[config.mk]
export PLATFORM = sky130hd
export DESIGN_NAME = instr_encoder
export DESIGN_NICKNAME = d
export VERILOG_FILES = /design/src/rtl/instr_encoder.sv
export SDC_FILE = /design/constraint.sdc
export NUM_CORES = 1
export LEC_CHECK = 0
export CELL_PAD_IN_SITES_DETAIL_PLACEMENT = 1
export CELL_PAD_IN_SITES_GLOBAL_PLACEMENT = 1
export CORE_ASPECT_RATIO = 0.9
export CORE_MARGIN = 5
export CORE_UTILIZATION = 30
export DETAILED_ROUTE_END_ITERATION = 6
export PLACE_DENSITY = 0.58
export SYNTH_ARGS = -nofsm -noshare
export SYNTH_HDL_FRONTEND = slang
export SYNTH_SLANG_ARGS = --single-unit
[constraint.sdc]
create_clock -name clk -period 2.95 [get_ports clk]
set_input_delay 0.4425 -clock clk [delete_from_list [all_inputs] [get_ports clk]]
set_output_delay 0.4425 -clock clk [all_outputs]
set_load 0.005 [all_outputs]
[src/rtl/instr_encoder.sv]
// enc_fifo: small synchronous FIFO with a registered occupancy counter and a synchronous clear.
// Latency: a pushed word is visible at the head one clock after the write edge (no bypass).
// Backpressure: full depends only on occupancy; a pop never combinationally frees a slot.
module enc_fifo #(
  parameter int W     = 32,
  parameter int DEPTH = 4
) (
  input  logic         clk,
  input  logic         rst_n,
  input  logic         flush,
  input  logic         wr_vld,
  input  logic [W-1:0] wr_dat,
  input  logic         rd_rdy,
  output logic         rd_vld,
  output logic [W-1:0] rd_dat,
  output logic         full
);
  localparam int AW = $clog2(DEPTH);

  logic [W-1:0]  mem [DEPTH];
  logic [AW-1:0] wr_ptr;
  logic [AW-1:0] rd_ptr;
  logic [AW:0]   occ;
  logic          do_push;
  logic          do_pop;

  assign full    = (occ == (AW+1)'(DEPTH));
  assign rd_vld  = (occ != '0);
  assign do_push = wr_vld && !full && !flush;
  assign do_pop  = rd_vld && rd_rdy && !flush;
  // Head is forced to zero when empty so the output is clean out of reset and after flush.
  assign rd_dat  = rd_vld ? mem[rd_ptr] : '0;

  // Pointer and occupancy bookkeeping; flush wins over any push/pop in the same cycle.
  always_ff @(posedge clk or negedge rst_n) begin
    if (!rst_n) begin
      wr_ptr <= '0;
      rd_ptr <= '0;
      occ    <= '0;
    end else if (flush) begin
      wr_ptr <= '0;
      rd_ptr <= '0;
      occ    <= '0;
    end else begin
      if (do_push) wr_ptr <= wr_ptr + 1'b1;
      if (do_pop)  rd_ptr <= rd_ptr + 1'b1;
      case ({do_push, do_pop})
        2'b10:   occ <= occ + 1'b1;
        2'b01:   occ <= occ - 1'b1;
        default: occ <= occ;
      endcase
    end
  end

  // Storage array; contents are don't-care until written, so it carries no reset.
  always_ff @(posedge clk) begin
    if (do_push) mem[wr_ptr] <= wr_dat;
  end
endmodule

// instr_encoder: assembles MIPS instruction words from descriptors and queues them for the imem writer.
// Latency: word appears on out_instr one clock after the accepting edge when the queue was empty.
// Backpressure: in_ready is low when the queue is full or during flush; no path from out_ready.
module instr_encoder #(
  parameter int DEPTH = 4,
  parameter int CNT_W = 16
) (
  input  logic             clk,
  input  logic             rst_n,
  input  logic             flush,
  input  logic             in_valid,
  output logic             in_ready,
  input  logic [3:0]       in_kind,
  input  logic [4:0]       in_rs,
  input  logic [4:0]       in_rt,
  input  logic [4:0]       in_rd,
  input  logic [4:0]       in_shamt,
  input  logic [5:0]       in_funct,
  input  logic [15:0]      in_imm,
  input  logic [25:0]      in_target,
  output logic             out_valid,
  input  logic             out_ready,
  output logic [31:0]      out_instr,
  output logic [CNT_W-1:0] word_cnt,
  output logic [CNT_W-1:0] illegal_cnt,
  output logic             err
);
  localparam logic [3:0] K_RTYPE = 4'd0;
  localparam logic [3:0] K_ANDI  = 4'd1;
  localparam logic [3:0] K_XORI  = 4'd2;
  localparam logic [3:0] K_LUI   = 4'd3;
  localparam logic [3:0] K_ORI   = 4'd4;
  localparam logic [3:0] K_LW    = 4'd5;
  localparam logic [3:0] K_SW    = 4'd6;
  localparam logic [3:0] K_BEQ   = 4'd7;
  localparam logic [3:0] K_ADDI  = 4'd8;
  localparam logic [3:0] K_J     = 4'd9;

  localparam logic [5:0] OP_RTYPE = 6'b000000;
  localparam logic [5:0] OP_ANDI  = 6'b001100;
  localparam logic [5:0] OP_XORI  = 6'b001110;
  localparam logic [5:0] OP_LUI   = 6'b001111;
  localparam logic [5:0] OP_ORI   = 6'b001101;
  localparam logic [5:0] OP_LW    = 6'b100011;
  localparam logic [5:0] OP_SW    = 6'b101011;
  localparam logic [5:0] OP_BEQ   = 6'b000100;
  localparam logic [5:0] OP_ADDI  = 6'b001000;
  localparam logic [5:0] OP_J     = 6'b000010;

  logic [31:0] enc_word;
  logic        kind_legal;
  logic        fifo_full;
  logic        accept;
  logic        push_vld;

  assign in_ready = !flush && !fifo_full;
  assign accept   = in_valid && in_ready;
  assign push_vld = accept && kind_legal;

  // Field packing per instruction format; kinds 10-15 encode nothing and are flagged illegal.
  always_comb begin
    enc_word   = '0;
    kind_legal = 1'b1;
    case (in_kind)
      K_RTYPE: enc_word = {OP_RTYPE, in_rs, in_rt, in_rd, in_shamt, in_funct};
      K_ANDI:  enc_word = {OP_ANDI, in_rs, in_rt, in_imm};
      K_XORI:  enc_word = {OP_XORI, in_rs, in_rt, in_imm};
      K_LUI:   enc_word = {OP_LUI, 5'd0, in_rt, in_imm};
      K_ORI:   enc_word = {OP_ORI, in_rs, in_rt, in_imm};
      K_LW:    enc_word = {OP_LW, in_rs, in_rt, in_imm};
      K_SW:    enc_word = {OP_SW, in_rs, in_rt, in_imm};
      K_BEQ:   enc_word = {OP_BEQ, in_rs, in_rt, in_imm};
      K_ADDI:  enc_word = {OP_ADDI, in_rs, in_rt, in_imm};
      K_J:     enc_word = {OP_J, in_target};
      default: kind_legal = 1'b0;
    endcase
  end

  enc_fifo #(
    .W     (32),
    .DEPTH (DEPTH)
  ) u_fifo (
    .clk    (clk),
    .rst_n  (rst_n),
    .flush  (flush),
    .wr_vld (push_vld),
    .wr_dat (enc_word),
    .rd_rdy (out_ready),
    .rd_vld (out_valid),
    .rd_dat (out_instr),
    .full   (fifo_full)
  );

  // Accepted-descriptor statistics; survive flush, wrap naturally, err is sticky until reset.
  always_ff @(posedge clk or negedge rst_n) begin
    if (!rst_n) begin
      word_cnt    <= '0;
      illegal_cnt <= '0;
      err         <= 1'b0;
    end else if (accept) begin
      if (kind_legal) begin
        word_cnt <= word_cnt + 1'b1;
      end else begin
        illegal_cnt <= illegal_cnt + 1'b1;
        err         <= 1'b1;
      end
    end
  end
endmodule

==> results.sh <==
export IMPL_run_status="finished clean"
export IMPL_power_mw=5.80
export IMPL_routed_wl_mm=20.8
export IMPL_cts_max_level=4
export IMPL_clockBufferDepth=2
export IMPL_peakVddDrop_mv=0.302
export IMPL_finalHoldViolations=0
export IMPL_drc_errors=0
export IMPL_grt_usage_pct=15.0
export IMPL_ioPinCount=144
export IMPL_period_share_pct=94.3
export IMPL_synth_cells=534
export IMPL_cts_resized=0
export IMPL_diodes=0
export IMPL_drive_above_1_share_pct=13.6
export IMPL_netlist_area_um2=7560
export IMPL_reg2reg_slack_ns=0.84
export IMPL_avgSynthCellArea_um2=14.2
export IMPL_cp_end_kind="output port"
export IMPL_fmax_mhz=359
export IMPL_r2r_start="u_fifo.occ[1]"
export IMPL_cts_setup_buffers=0
export IMPL_synth_cell_type_count=45
export IMPL_hold_buffers=0
export IMPL_die_w_um=177
export IMPL_clkLatencyLatePin_ns=0.44
export IMPL_drv_cap=0
export IMPL_cp_arrival_ns=2.34
export IMPL_finalClockSkew_ns=0.0103
export IMPL_core_area_um2=25000
export IMPL_synthArstFlopShare_pct=24.4
export IMPL_maxSlewViolCount=0
export IMPL_synth_edff_count=124
export IMPL_setup_worst_path_end="out_instr[9]"
export IMPL_path_max_fanout=7
export IMPL_dr_first_iter_drc_count=221
export IMPL_via_per_inst=4.85
export IMPL_path_clk_slew_ns=0.07
export IMPL_placed_cells=1010
export IMPL_initial_utilization_pct=30.3
export IMPL_period_minus_slack_ns=2.78
export IMPL_start_kind="flop"
export IMPL_worstSetupPathType="flop to output port"
export IMPL_grt_pass1_wl_mm=32.7
export IMPL_numCtsBuffers=17
export IMPL_ys_warn_count=0
export IMPL_syn_num_nets=618
export IMPL_worstSetupStartpoint="u_fifo.rd_ptr[0]"
export IMPL_final_nets=771
export IMPL_final_cells=1042
export IMPL_antenna_left=0
export IMPL_vias=5052
export IMPL_antenna_found_initial=1
export IMPL_worstPathRequired_ns=2.51
export IMPL_area_growth_pct=33.3
export IMPL_power_density_nw_per_um2=575
export IMPL_synth_ff_type="edfxtp_1"
export IMPL_fillers=2558
export IMPL_first_global_vias=5511
export IMPL_r2r_cells=6
export IMPL_grt_start_max_net_pins=44
export IMPL_grt_overflow=0
export IMPL_row_count=55
export IMPL_gp_congestion=0.758
export IMPL_rsz0062_at_grt="false"
export IMPL_dp_hpwl_mm=14.5
export IMPL_cts_tree="done"
export IMPL_port_buffer_count=142
export IMPL_die_area_um2=28500
export IMPL_r2r_end="u_fifo.occ[2]"
export IMPL_fp_dieH_um=161
export IMPL_synth_yosys_seq_area_share_pct=62.5
export IMPL_report_final_setup_viol=0
export IMPL_wl_per_cell_um=20.0
export IMPL_ys_ff_latch=164
export IMPL_p_leak_nw=3.63
export IMPL_slew_headroom_pct=8.58
export IMPL_hold_path_class="primary input to async pin"
export IMPL_firstDrtPassIters=6
export IMPL_tns_ns=0
export IMPL_clock_sinks=164
export IMPL_tightest_slew_ns=1.37
export IMPL_clockRootBuffer="clkbuf_16"
==> cell usage in the layout (no fill, tap or decap), types with 19 or more instances in the layout <==
cell type,netlist,routed
and2_1,37,33
clkdlybuf4s50_1,0,140
dfrtp_1,40,39
edfxtp_1,124,124
inv_1,21,21
mux4_2,31,31
nand2_1,19,19
nand3_1,28,28
nor2_1,32,32
o21ai_0,22,22
xnor2_1,21,21
==> per-stage QoR <==
step | hold slack (ns) | setup slack [ns] | area, um2 | utilization (%)
final | 0.146 | 0.167 | 10100 | 40.3
after CTS | 0.154 | 0.0991 | 10100 | 40.3
after detailed placement | 0.457 | 0.170 | 9530 | 38.2
after floorplan | 0.147 | 0.491 | 7560 | -
after global routing | 0.210 | 0.0588 | 10100 | 40.3
after global placement | 0.456 | 0.253 | 9530 | 38.2
==> cell type report <==
cell class	instances	area [um2]	area share [%]
multi-input combinational	317	2630	26.1
timing repair buffer	166	1670	16.5
tap	342	428	4.25
sequential	164	4730	46.9
clock buffer	18	429	4.26
inverter	21	78.8	0.782
clock inverter	14	119	1.18
==> worst min path at each step <==
stage | startpoint | endpoint | slack, ns | depth (start not counted)
2_1_floorplan | rst_n | err | 0.15 | 0
3_3_place_gp | err | err | 0.46 | 1
3_5_place_dp | word_cnt[15] | word_cnt[15] | 0.46 | 1
4_1_cts | rst_n | word_cnt[8] | 0.15 | 1
5_1_grt | rst_n | word_cnt[10] | 0.21 | 1
6_report | rst_n | word_cnt[8] | 0.15 | 1
==> cell families after synthesis <==
kind of cell | count (synthesis) | share of synthesized area (%)
other cells | 1 | 0.0496
compound gates | 63 | 6.14
mux | 50 | 11.8
fa+ha+maj | 7 | 1.26
simple gates | 158 | 11.1
buf+inv | 53 | 2.81
flops | 164 | 62.5
xor+xnor | 38 | 4.40
==> flip-flops by register name (all words and copies together) (netlist names) <==
name and count:
u_fifo.wr_ptr 2, word_cnt 16, u_fifo.mem 124, u_fifo.occ 3, err 1, illegal_cnt 16
u_fifo.rd_ptr 2
==> cell usage after synthesis (all sizes together) (4+ instances only) <==
| cell type | n | area, um2 |
|---|---|---|
| inv | 21 | 78.8 |
| xor2 | 17 | 149 |
| a221o | 16 | 160 |
| o21ai | 23 | 115 |
| and4 | 4 | 35.0 |
| and3 | 5 | 31.3 |
| mux4 | 31 | 698 |
| nor2 | 32 | 120 |
| buf | 11 | 53.8 |
| mux2i | 17 | 170 |
| clkbuf | 21 | 80.1 |
| nor3 | 8 | 40.0 |
| a22o | 11 | 96.3 |
| nand4 | 9 | 56.3 |
| xnor2 | 21 | 184 |
| ha | 6 | 75.1 |
| dfrtp | 40 | 1000 |
| edfxtp | 124 | 3720 |
| nand2 | 19 | 71.3 |
| nor4 | 7 | 43.8 |
| and2 | 37 | 231 |
| nand3 | 28 | 140 |
==> critical path, cell delays in order, from the launching register on <==
cell,delay (ns)
dfrtp_2,0.52
buf_4,0.23
mux4_2,0.54
and2_1,0.18
clkdlybuf4s50_1,0.44
==> power by group <==
| group | internal, mW | switching (mW) |
|---|---|---|
| registers | 2.61 | 0.132 |
| clock network | 1.10 | 0.979 |
| logic | 0.558 | 0.420 |
| total | 4.27 | 1.53 |
==> per-layer routing <==
metal | track usage, % | share of wire, %
met5 | 0 | 0.096
met4 | 3.16 | 0.99
met3 | 5.72 | 7.1
met2 | 23.8 | 47
met1 | 19.8 | 45
No activity file was read; power rests on OpenSTA's default activity.
